`config.mk`:
```
export PLATFORM = sky130hd
export DESIGN_NAME = btn_debounce
export DESIGN_NICKNAME = d
export VERILOG_FILES = /design/src/rtl/btn_debounce_pkg.sv /design/src/rtl/btn_debounce_bit.sv /design/src/rtl/btn_debounce.sv
export SDC_FILE = /design/constraint.sdc
export NUM_CORES = 1
export LEC_CHECK = 0
export BUFFER_PORTS_ARGS = -buffer_cell sky130_fd_sc_hd__buf_4
export CORE_MARGIN = 2
export CORE_UTILIZATION = 45
export CTS_BUF_LIST = sky130_fd_sc_hd__clkbuf_8
export DETAILED_ROUTE_END_ITERATION = 10
export HOLD_SLACK_MARGIN = 0.12
export PLACE_DENSITY = 0.7
export REMOVE_ABC_BUFFERS = 1
export SLEW_MARGIN = 30
export SYNTH_ARGS = -nofsm -noshare
export SYNTH_HDL_FRONTEND = slang
export SYNTH_SLANG_ARGS = --single-unit
```
`constraint.sdc`:
```
create_clock -name i_clk -period 4.9 [get_ports i_clk]
set_input_delay 0.245 -clock i_clk [delete_from_list [all_inputs] [get_ports i_clk]]
set_output_delay 0.245 -clock i_clk [all_outputs]
set_load 0.01 [all_outputs]
```
`src/rtl/btn_debounce_pkg.sv`:
```
// Shared constants and types for the push-button debouncer.
//   BTN_COUNT            : number of board buttons
//   BTN_INVERT_MASK      : board polarity mask (btn[0] PWR is active-low)
//   BTN_DEBOUNCE_CYCLES  : 10 ms at 25 MHz
//   BTN_CTR_WIDTH        : counter width able to hold BTN_DEBOUNCE_CYCLES-1
//   dbnc_out_t           : per-button debounced outputs
package btn_debounce_pkg;

  localparam int                   BTN_COUNT           = 7;
  localparam logic [BTN_COUNT-1:0] BTN_INVERT_MASK     = 7'b0000001;
  localparam int                   BTN_DEBOUNCE_CYCLES = 250000;
  localparam int                   BTN_CTR_WIDTH       = 18;

  typedef struct packed {
    logic level;  // accepted level, 1 = pressed
    logic press;  // one-cycle pulse on 0->1
    logic rel;    // one-cycle pulse on 1->0
  } dbnc_out_t;

endpackage

```
`src/rtl/btn_debounce_bit.sv`:
```
// One-button debouncer: 2-flop synchroniser, stability counter, accepted
// state and registered press/release pulses.
//   clk   : clock
//   reset : synchronous, active-high
//   din   : raw (already polarity-corrected) asynchronous input
//   dout  : accepted level plus press/release pulses
module debounce_bit
  import btn_debounce_pkg::*;
#(
  parameter int DEBOUNCE_CYCLES = BTN_DEBOUNCE_CYCLES,
  parameter int CTR_WIDTH       = BTN_CTR_WIDTH
) (
  input  logic      clk,
  input  logic      reset,
  input  logic      din,
  output dbnc_out_t dout
);

  localparam logic [CTR_WIDTH-1:0] CNT_LAST = CTR_WIDTH'(DEBOUNCE_CYCLES - 1);

  logic                 sync1, sync2;
  logic                 state, state_nxt;
  logic [CTR_WIDTH-1:0] cnt, cnt_nxt;
  logic                 press, press_nxt;
  logic                 rel, rel_nxt;

  // State register (synchroniser included so reset clears the whole path).
  always_ff @(posedge clk) begin
    if (reset) begin
      sync1 <= 1'b0;
      sync2 <= 1'b0;
      state <= 1'b0;
      cnt   <= '0;
      press <= 1'b0;
      rel   <= 1'b0;
    end else begin
      sync1 <= din;
      sync2 <= sync1;
      state <= state_nxt;
      cnt   <= cnt_nxt;
      press <= press_nxt;
      rel   <= rel_nxt;
    end
  end

  // Next state: any sample matching the accepted level restarts the count,
  // so only an unbroken run of DEBOUNCE_CYCLES differing samples is accepted.
  always_comb begin
    state_nxt = state;
    cnt_nxt   = '0;
    press_nxt = 1'b0;
    rel_nxt   = 1'b0;
    if (sync2 != state) begin
      if (cnt == CNT_LAST) begin
        state_nxt = sync2;
        press_nxt = sync2;
        rel_nxt   = ~sync2;
      end else begin
        cnt_nxt = cnt + CTR_WIDTH'(1);
      end
    end
  end

  // Outputs come straight from flops.
  always_comb begin
    dout.level = state;
    dout.press = press;
    dout.rel   = rel;
  end

endmodule

```
`src/rtl/btn_debounce.sv`:
```
// Debounces and edge-detects NBTN asynchronous push-buttons in the i_clk
// domain.
//   i_clk     : single clock (25 MHz on hardware)
//   i_reset   : synchronous, active-high reset
//   i_btn     : raw button pins
//   o_level   : debounced level, 1 = pressed (after INVERT_MASK)
//   o_press   : one-cycle pulse when o_level[n] goes 0->1
//   o_release : one-cycle pulse when o_level[n] goes 1->0
module btn_debounce
  import btn_debounce_pkg::*;
#(
  parameter int              NBTN            = BTN_COUNT,
  parameter int              DEBOUNCE_CYCLES = BTN_DEBOUNCE_CYCLES,
  parameter int              CTR_WIDTH       = BTN_CTR_WIDTH,
  parameter logic [NBTN-1:0] INVERT_MASK     = NBTN'(BTN_INVERT_MASK)
) (
  input  logic            i_clk,
  input  logic            i_reset,
  input  logic [NBTN-1:0] i_btn,
  output logic [NBTN-1:0] o_level,
  output logic [NBTN-1:0] o_press,
  output logic [NBTN-1:0] o_release
);

  // Inversion ahead of the synchroniser so every bit downstream is active-high.
  logic [NBTN-1:0] btn_pol;
  dbnc_out_t       bit_out [NBTN];

  assign btn_pol = i_btn ^ INVERT_MASK;

  for (genvar g = 0; g < NBTN; g++) begin : g_bit
    debounce_bit #(
      .DEBOUNCE_CYCLES (DEBOUNCE_CYCLES),
      .CTR_WIDTH       (CTR_WIDTH)
    ) u_bit (
      .clk   (i_clk),
      .reset (i_reset),
      .din   (btn_pol[g]),
      .dout  (bit_out[g])
    );
    assign o_level[g]   = bit_out[g].level;
    assign o_press[g]   = bit_out[g].press;
    assign o_release[g] = bit_out[g].rel;
  end

endmodule

```
=== After elaboration in Yosys (flattened, before gate mapping) ===
Index checks and enable logic that the tools add are counted.

* Flip-flop bits (word level): 161
* Logic and storage cells: 106
* Input port bits: 9
* Output and inout bits: 21

* Reductions and logical operators: 21
* Add/subtract/negate cells: 7
* Eq/ne operators: 14
* Bitwise logic cells: 22

{| class="wikitable"
|+ Operators with widths
! operator !! number
|-
| $add 18x1->18 const B || 7
|-
| $eq 18x18->1 const B || 7
|-
| $reduce_or 3->1 || 14
|-
| $not 1->1 || 22
|-
| $reduce_and 2->1 || 7
|-
| $ne 1x1->1 || 7
|}

=== Depth between registers and ports, before layout ===
* Depth after elaboration: 3
* Depth in mapped cells: 7
* Gate-level depth less buffers: 5

=== Cells and area by module ===
From an unflattened synthesis, not the netlist that was laid out.

* Cell total of the unflattened synthesis: 792
* Area total of the unflattened synthesis: 7,106.8 µm²

{| class="wikitable"
|+ By module, submodules not included
! module !! sequential area each (µm²) !! area each (µm²) !! times used !! cells an instance
|-
| debounce_bit || 460.4 || 1,014.7 || 7 || 113
|-
| btn_debounce || 0.0 || 3.8 || 1 || 1
|}

=== Least setup slack after synthesis ===
No wires, ideal clock.

* Kind: register to register
* Start point: register g_bit[5].u_bit.cnt[0]
* End point: register g_bit[5].u_bit.cnt[10]
* Arrival time: 1.949 ns
* Library setup time: 0.117 ns
* Required time: 4.783 ns
* Stages on the path, launching flop included: 8
* Path slack: 2.834 ns
* Path through: dfxtp_1 ha_1 clkbuf_1 nand3_1 or4_1 o21ai_1 buf_2 nor2_1

* Cells in the longest elaborated chain, start to end: 2

{| class="wikitable"
|+ RTL lines
! element !! RTL line !! source
|-
| from (decl) || btn_debounce_bit.sv:23 || <nowiki>logic [CTR_WIDTH-1:0] cnt, cnt_nxt;</nowiki>
|-
| from (signal assigned) || btn_debounce_bit.sv:40 || <nowiki>cnt <= cnt_nxt;</nowiki>
|-
| branches (longest 2 deep; another with $add 18x1->18) || -- ||
|}

Parallel ways; which one is timed is not known.
A chain may end at the register's enable or synchronous reset.

=== Worst setup path after layout ===
* Start point: register g_bit[3].u_bit.cnt[0]
* End point: register g_bit[3].u_bit.press

* Cells in the longest elaborated chain, start to end: 3

{| class="wikitable"
|+ RTL lines
! element !! RTL line !! source
|-
| from (decl) || btn_debounce_bit.sv:23 ||
|-
| from (signal assigned) || btn_debounce_bit.sv:40 ||
|-
| $eq 18x18->1 || btn_debounce_bit.sv:54 || <nowiki>if (cnt == CNT_LAST) begin</nowiki>
|-
| $not 1->1 (no line) || -- ||
|-
| $reduce_or 3->1 (no line) || -- ||
|-
| to (signal assigned) || btn_debounce_bit.sv:41 || <nowiki>press <= press_nxt;</nowiki>
|-
| to (decl) || btn_debounce_bit.sv:24 || <nowiki>logic press, press_nxt;</nowiki>
|}

No other way between the ends.

==> flow_summary.yaml <==
synthesis:
  yosysWarnings: 0
  synth-edff-count: 0
  syn_area_per_cell_um2: 9.00
  syn_inst: 771
  ys_types: 42
  seq_area_frac_synth_pct: 46.5
  synthArstFlopShare_pct: 0
  synth_top_flop_cell: "dfxtp_1"
  synth_top_area_share_pct: 46.5
  yosysTopAreaCell: "dfxtp_1"
  syn_area_um2: 6940
  synthTopCellsByArea: "dfxtp_1 (46%), xnor2_1 (8.6%), nor2_1 (7.0%)"
  synth_seq_cells: 161
clock_tree:
  clk_latency_ns: 0.44
  cts_sinks: 161
  cts-root-buf: "clkbuf_8"
  cts.clk_slew.worst_paths_ns: 0.09
  cts_resized: 0
  htreeDepth: 4
  clock_path_buffers: 2
  numCtsBuffers: 17
  cts_tree: "done"
sta:
  slew_violations: 0
  rsz0062_at_grt: "no"
  hold_viol_final: 0
  fin_worst_skew_ns: 0.00993
  worst_slew_pin_slew_ns: 0.763
  relSlewSlack_pct: 49.1
  finalCriticalPeriod_ns: 2.24
  timing.final.crit_share_pct: 45.7
  max_freq_mhz: 446
  tns_ns: 0
  setup_viol: 0
setup_path:
  reg2reg_slack_ns: 2.66
  critPathMaxFanout: 9
  cp.required_ns: 5.18
  regToRegEndpoint: "g_bit[3].u_bit.press$_SDFF_PP0_"
  r2r_cells: 4
  end_kind: "flop"
  arrival_ns: 2.52
  worstSetupPathType: "reg2reg"
  reg2reg_from: "g_bit[3].u_bit.cnt[0]$_SDFF_PP0_"
  cp-start-kind: "flop"
floorplan:
  initial_core_util_pct: 45.8
  rows: 45
  die_area_um2: 16400
  dieHeight_um: 128
  coreArea_um2: 15100
  pin_count: 30
  die_w_um: 128
detailed_routing:
  routed_wl_mm: 12.3
  firstDrtPassIters: 4
  drt-initial-drc-count: 273
  routed_via_density: 5.24
  wire_per_inst_um: 12.4
  ant_nets: 0
  vias: 5172
  drc: 0
layout:
  n_antenna_cell: 0
  fin_area_um2: 7630
  final_util_pct: 50.4
  final_cell_mix: "dfxtp_1 (161), nor2_1 (130), xnor2_1 (68)"
  final_net_count: 803
  area_growth_pct: 9.99
  multiInputGateArea_um2: 3430
  layout_commonest_cell: "dfxtp_1"
  ff_latch_area_um2: 3220
  layout-drive-gt1-share_pct: 9.89
  fill_cells: 1409
  final_cells: 987
hold_path:
  hp-start: "i_reset"
  hold_end: "g_bit[6].u_bit.sync1$_SDFF_PP0_"
  whs_path_depth: 2
  min_path_type: "in2reg"
global_route:
  first_global_vias: 4648
  grt_max_degree: 44
  overflow: 0
  grt_util_all_layers_pct: 15.9
  grt_pass1_wl_mm: 21.3
  antenna_found_initial: 0
placed_design:
  postPlaceCellArea_um2: 7170
  place_inst: 949
  gp_congestion: 0.788
  port_buffers: 29
  dp_hpwl_mm: 8.35
power_and_ir_drop:
  p_per_area_nw_per_um2: 302
  peakVddDrop_mv: 0.159
  finalPower_w: 0.00230
  leakagePower_nw: 2.34
outcome:
  outcome: "completed"
job:
  maxCapViolations: 0
==> metal layers <==
| metal | share of wire (%) | global-route usage (%) | up-vias |
|---|---|---|---|
| met2 | 44 | 23.9 | 81 |
| li1 | - | - | 2702 |
| met5 | 0 | 0 | - |
| met4 | 0.86 | 4.78 | 0 |
| met3 | 3.6 | 4.63 | 6 |
| met1 | 52 | 22.3 | 2383 |
==> synth_stat cells, types with 12 or more instances <==
library cell  count
xnor2_1          68
xor2_1           39
and3_1           13
nand3_1          43
nand4_1          41
dfxtp_1         161
nor4_1           39
nor3_1           17
nor2_1          130
nand2_1          34
nor2b_1          14
o21ai_0          12
buf_4            22
clkbuf_1         16
inv_1            13
a21oi_1          15
==> power by group <==
part	switching, W	internal (W)
sequential	0.00000489	0.00131
combinational	0.0000191	0.0000160
clock	0.000457	0.000491
==> critical path, stage by stage (launching register included) <==
cell and delay, ns:
dfxtp_1 0.40, ha_1 0.20, nand3_1 0.30, or4_1 0.69, nor4b_1 0.49
==> cell type report <==
| class | count | share of cell area, % |
|---|---|---|
| flip-flops and latches | 161 | 42.3 |
| inverters | 13 | 0.640 |
| well taps | 188 | 3.08 |
| repair buffers | 39 | 4.07 |
| clock buffers | 17 | 3.07 |
| clock inverters | 14 | 1.98 |
| multi-input cells | 555 | 44.9 |
==> flip-flops by register name (all words and copies together), names as in the netlist <==
register / flops
g_bit.u_bit.sync1: 7
g_bit.u_bit.press: 7
g_bit.u_bit.state: 7
g_bit.u_bit.rel: 7
g_bit.u_bit.sync2: 7
g_bit.u_bit.cnt: 126
==> metrics by stage <==
| stage | hold WS [ns] | setup slack [ns] |
|---|---|---|
| 2_1_floorplan | 0.312 | 2.82 |
| 3_3_place_gp | 0.417 | 2.49 |
| 3_5_place_dp | 0.416 | 2.64 |
| 4_1_cts | 0.211 | 2.63 |
| 5_1_grt | 0.237 | 2.46 |
| 6_report | 0.244 | 2.66 |
==> how the worst max path moves through the flow <==
stage | start | to | slack (ns)
global placement | g_bit[5].u_bit.cnt[0]$_SDFF_PP0_ | g_bit[5].u_bit.cnt[3]$_SDFF_PP0_ | 2.49
detailed placement | g_bit[5].u_bit.cnt[0]$_SDFF_PP0_ | g_bit[5].u_bit.cnt[9]$_SDFF_PP0_ | 2.64
CTS | g_bit[3].u_bit.cnt[0]$_SDFF_PP0_ | g_bit[3].u_bit.press$_SDFF_PP0_ | 2.63
global route | g_bit[5].u_bit.cnt[0]$_SDFF_PP0_ | g_bit[5].u_bit.cnt[14]$_SDFF_PP0_ | 2.46
floorplan | g_bit[5].u_bit.cnt[0]$_SDFF_PP0_ | g_bit[5].u_bit.cnt[10]$_SDFF_PP0_ | 2.82
finish | g_bit[3].u_bit.cnt[0]$_SDFF_PP0_ | g_bit[3].u_bit.press$_SDFF_PP0_ | 2.66
==> repair_timing <==
item                       CTS  global route
hold endpoints to repair     7             0
hold buffers                 7             0
setup buffers                0             0
setup endpoints to repair    0             0
==> cell families (layout without fill, tap and decap cells) <==
group / after synthesis / after routing / share of synthesized area, %
mux: 3 / 3 / 0.433
simple gates: 400 / 400 / 30.5
xor+xnor: 107 / 107 / 13.5
buf+inv: 55 / 83 / 4.24
fa+ha+maj: 7 / 7 / 1.26
flops: 161 / 161 / 46.5
compound gates: 38 / 38 / 3.54
Note: power is estimated with default switching activity, not from simulation.
